===== config.mk =====
export PLATFORM = sky130hd
export DESIGN_NAME = int_pin_conditioner
export DESIGN_NICKNAME = d
export VERILOG_FILES = /design/src/rtl/int_cond_pkg.sv /design/src/rtl/int_pin_filter.sv /design/src/rtl/int_pin_conditioner.sv
export SDC_FILE = /design/constraint.sdc
export NUM_CORES = 1
export LEC_CHECK = 0
export CORE_AREA = 10 10 50 52
export DETAILED_ROUTE_END_ITERATION = 16
export DIE_AREA = 0 0 60 62
export PLACE_DENSITY = 0.8
export RECOVER_POWER = 100
export SYNTH_ARGS = -nofsm -noshare
export SYNTH_HDL_FRONTEND = slang
export SYNTH_SLANG_ARGS = --single-unit

===== constraint.sdc =====
create_clock -name clk -period 1.2 [get_ports clk]
set_clock_uncertainty 0.05 [all_clocks]
set_input_delay 0.3 -clock clk [delete_from_list [all_inputs] [get_ports clk]]
set_output_delay 0.3 -clock clk [all_outputs]
set_load 0.05 [all_outputs]

===== src/rtl/int_cond_pkg.sv =====
`default_nettype none
// ----------------------------------------------------------------------------
// int_cond_pkg : shared limits and sizing helper for the interrupt pin
//                conditioner.
// Revision     : 1.0
// ----------------------------------------------------------------------------
package int_cond_pkg;

  localparam int INT_COND_MAX_PINS       = 8;
  localparam int INT_COND_DEFAULT_FILTER = 4;

  // Counter must reach FILTER_CYCLES-1, so FILTER_CYCLES+1 states always fit.
  function automatic int cnt_width(input int cycles);
    return (cycles < 1) ? 1 : $clog2(cycles + 1);
  endfunction

endpackage : int_cond_pkg
`default_nettype wire


===== src/rtl/int_pin_filter.sv =====
`default_nettype none
// ----------------------------------------------------------------------------
// int_pin_filter : per-pin polarity, 2-flop sync, glitch filter, edge flag.
// Revision       : 1.0
// ----------------------------------------------------------------------------
module int_pin_filter
  import int_cond_pkg::*;
#(
  parameter int FILTER_CYCLES = INT_COND_DEFAULT_FILTER
) (
  input  logic clk,
  input  logic reset_n,
  input  logic i_pin,
  input  logic i_active_low,
  input  logic i_filter_en,
  input  logic i_flag_clear,
  output logic o_int,
  output logic o_flag
);

  localparam int                 c_cnt_w    = cnt_width(FILTER_CYCLES);
  localparam logic [c_cnt_w-1:0] c_cnt_last = c_cnt_w'(FILTER_CYCLES - 1);
  localparam logic [c_cnt_w-1:0] c_cnt_one  = c_cnt_w'(1);

  logic               r_s1;
  logic               r_s2;
  logic               r_int;
  logic               r_int_d1;
  logic               r_flag;
  logic [c_cnt_w-1:0] r_cnt;
  logic               w_pol;
  logic               w_differ;
  logic               w_rise;

  assign w_pol    = i_pin ^ i_active_low;
  assign w_differ = r_s2 ^ r_int;
  assign w_rise   = r_int & ~r_int_d1;

  always_ff @(posedge clk or negedge reset_n) begin
    if (!reset_n) begin
      r_s1 <= 1'b0;
      r_s2 <= 1'b0;
    end else begin
      r_s1 <= w_pol;
      r_s2 <= r_s1;
    end
  end

  // Bypass drops any partial count so re-enabling always starts from zero.
  always_ff @(posedge clk or negedge reset_n) begin
    if (!reset_n) begin
      r_cnt <= '0;
      r_int <= 1'b0;
    end else if (!i_filter_en) begin
      r_cnt <= '0;
      r_int <= r_s2;
    end else if (!w_differ) begin
      r_cnt <= '0;
    end else if (r_cnt == c_cnt_last) begin
      r_cnt <= '0;
      r_int <= r_s2;
    end else begin
      r_cnt <= r_cnt + c_cnt_one;
    end
  end

  // A new rising edge wins over a coincident clear strobe.
  always_ff @(posedge clk or negedge reset_n) begin
    if (!reset_n) begin
      r_int_d1 <= 1'b0;
      r_flag   <= 1'b0;
    end else begin
      r_int_d1 <= r_int;
      if (w_rise) begin
        r_flag <= 1'b1;
      end else if (i_flag_clear) begin
        r_flag <= 1'b0;
      end
    end
  end

  assign o_int  = r_int;
  assign o_flag = r_flag;

endmodule : int_pin_filter
`default_nettype wire


===== src/rtl/int_pin_conditioner.sv =====
`default_nettype none
// ----------------------------------------------------------------------------
// int_pin_conditioner : conditions raw external interrupt pins into clean,
//                       synchronous active-high levels plus sticky edge flags.
// Revision            : 1.0
// ----------------------------------------------------------------------------
module int_pin_conditioner
  import int_cond_pkg::*;
#(
  parameter int NUM_OF_PINS   = 2,
  parameter int FILTER_CYCLES = INT_COND_DEFAULT_FILTER
) (
  input  logic                   clk,
  input  logic                   reset_n,
  input  logic [NUM_OF_PINS-1:0] pins_in,
  input  logic [NUM_OF_PINS-1:0] active_low_mask,
  input  logic [NUM_OF_PINS-1:0] filter_enable,
  input  logic [NUM_OF_PINS-1:0] flag_clear,
  output logic [NUM_OF_PINS-1:0] int_pins,
  output logic [NUM_OF_PINS-1:0] int_flags
);

  for (genvar gi = 0; gi < NUM_OF_PINS; gi++) begin : g_pin
    int_pin_filter #(
      .FILTER_CYCLES (FILTER_CYCLES)
    ) u_filter (
      .clk          (clk),
      .reset_n      (reset_n),
      .i_pin        (pins_in[gi]),
      .i_active_low (active_low_mask[gi]),
      .i_filter_en  (filter_enable[gi]),
      .i_flag_clear (flag_clear[gi]),
      .o_int        (int_pins[gi]),
      .o_flag       (int_flags[gi])
    );
  end

endmodule : int_pin_conditioner
`default_nettype wire


==> metrics <==
outcome=finished with violations; violations in the final reports=setup timing; Clock Path Buffers=2; Hold Path Stages=0; initial core utilization=39.2%; post-synth top area share=63.2%; cell count after synthesis=48; met1 Track Usage GR=7.12%; Placed Instances=79; CTS root buffer=clkbuf_4; critical path startpoint category=flop; first drt pass iteration count=4; commonest non-fill, non-tap cell in the layout=dfrtp_1; total gr overflow=0; area of the multi-input gates=210 µm²; Crit path max-delay family=flip-flops; hold-fix buffers at CTS=0; Mapped Area=633 µm²; layout cells sized above 1=40.0%; Area after DPL=837 µm²; clk_lat worst skew=0.28 ns; initial antenna violation count=0; fin cells=87; Final Hold Slack=0.306 ns; Fill cells=128; cell taking the most area after synthesis=dfrtp_1; power per cell area=1560 nW/µm²; routed wire length per instance=12.1 µm; fin area=921 µm²; WL final=1.05 mm; synth unique cells=11; Buf/Inv on CP=1; Crit Path Max Fanout=2; average size of a mapped cell=13.2 µm²; CP required=0.85 ns; vias post-DR=387; vias in the first global route=422; first-pass GRT wire length=1.79 mm; Arr. time, crit path=0.87 ns; M3 GR Usage=2.85%; DRC=0; die width=60 µm; Rel. slew slack=74.8%; Post-DRT Antenna Nets=0; Register Area=403 µm²; final number of hold-violating endpoints=0; commonest non-fill, non-tap cells in the layout=dfrtp_1 (14), buf_4 (8), nand2_1 (6), clkdlybuf4s50_1 (6); routability congestion estimate=0.665; die area=3720 µm²; core area=1610 µm²; number of CTS-inserted buffers=3; ranking of synthesized cells by area=dfrtp_1 (63%), nor3b_2 (7.9%), xor2_1 (5.5%); Sink Count=16; CP max stage cell=dfrtp_2; Final setup viols=4; buffers added on ports=13; measured slew at the worst slew-check pin=0.378 ns; Final Worst Setup Slack=-0.0249 ns; CP Cell Sequence=buf_12; post-route minimum period=1.22 ns; clock-pin slew on the worst setup and hold paths=0.09 ns; met2 Usage GRT=8.97%; Yosys Warn Count=0; CP Capture Type=output pin; max cap viols=0; critical path depth=1; peak supply drop=0.000678 V; pin count of the biggest net entering global routing=17; Setup Crit Path Kind=flop to output pin; R2R depth=4; post-synthesis sequential area ratio=63.2%; Hold WC Path Type=flop to flop; synthesized flop and latch total=16; # H-tree levels=1; static leakage=0.440 nW; Site Rows=15; antenna fix cells=0; fmax=816 MHz; TritonCTS clock tree=done; 1st-iter DRT viols=5; final core utilization=57.1%; Post-Syn Nets=60; max incr delay on CP=0.44 ns; GR peak layer=met2; Period Utilization, post-route=102%; I/O Pins=14; die height=62 µm; post-layout net count=83; GRT Total Usage=6.52%; routed vias/inst=4.45; dpl ws=-0.119 ns; RSZ-0062 raised after global routing=true; final slew viol count=0; Area Growth Syn to Fin=45.5%
power breakdown:
| part | switching, mW | leakage, nW | total [mW] | internal (mW) |
|---|---|---|---|---|
| sequential | 0.0488 | 0.197 | 0.660 | 0.611 |
| combinational | 0.203 | 0.222 | 0.437 | 0.234 |
| clock | 0.160 | 0.0210 | 0.344 | 0.185 |
layout make-up:
type | count | share of cell area, %
clock buffer | 4 | 3.94
tap | 17 | 2.31
multi-input combinational | 24 | 22.8
inverter | 4 | 1.63
sequential | 16 | 43.7
timing repair buffer | 22 | 25.5
Yosys cell counts:
cell,n
buf_4,4
dfrtp_1,16
ha_1,2
inv_1,4
mux2_1,2
nand2_1,6
nand2b_1,2
nor2_1,2
nor3b_2,4
o22ai_1,2
xor2_1,4
cells by family after synthesis:
family	Yosys count	synth area share [%]
AND/OR/NAND/NOR	14	14.6
AO/OA/AOI/OAI	2	1.98
XOR/XNOR	4	5.53
buffers and inverters	8	7.11
flip-flops	16	63.2
adder cells (fa/ha/maj)	2	3.95
multiplexers	2	3.56
worst paths after layout:
| path | to | startpoint | slack [ns] |
|---|---|---|---|
| max in group asynchronous | g_pin[0].u_filter.o_int | reset_n | 0.40 |
| min reg2reg | g_pin[1].u_filter.r_s2 | g_pin[1].u_filter.r_s1 | 0.31 |
| max reg2reg | g_pin[0].u_filter.o_int | g_pin[0].u_filter.r_cnt[0] | 0.03 |
| min | g_pin[1].u_filter.r_s2 | g_pin[1].u_filter.r_s1 | 0.31 |
| max | int_pins[1] | g_pin[1].u_filter.o_int | -0.02 |
| min in group asynchronous | g_pin[1].u_filter.r_s2 | reset_n | 0.41 |
sequential cells by signal, summed over array words and instances, names as in the netlist:
name                     cells
g_pin.u_filter.o_flag        2
g_pin.u_filter.o_int         2
g_pin.u_filter.r_cnt         6
g_pin.u_filter.r_int_d1      2
g_pin.u_filter.r_s1          2
g_pin.u_filter.r_s2          2
metrics by stage:
step / power, mW / setup TNS [ns]
after CTS: 1.44 / -0.117
after detailed placement: 1.06 / -0.262
final: 1.44 / -0.0574
after global routing: 1.53 / -0.255
after floorplan: 0.878 / 0
after global placement: 1.04 / -0.210
timing repair:
action,CTS,global route
pin swaps,0,9
endpoints found under the setup margin,5,11
resized for setup,2,6
setup buffers,3,2
per-layer routing:
metal / up-vias / share of wire, %
met3: 4 / 13
met5: - / 0
met4: 0 / 4.4
met1: 174 / 40
met2: 18 / 43
li1: 191 / -
No activity file was read; power rests on OpenSTA's default activity.
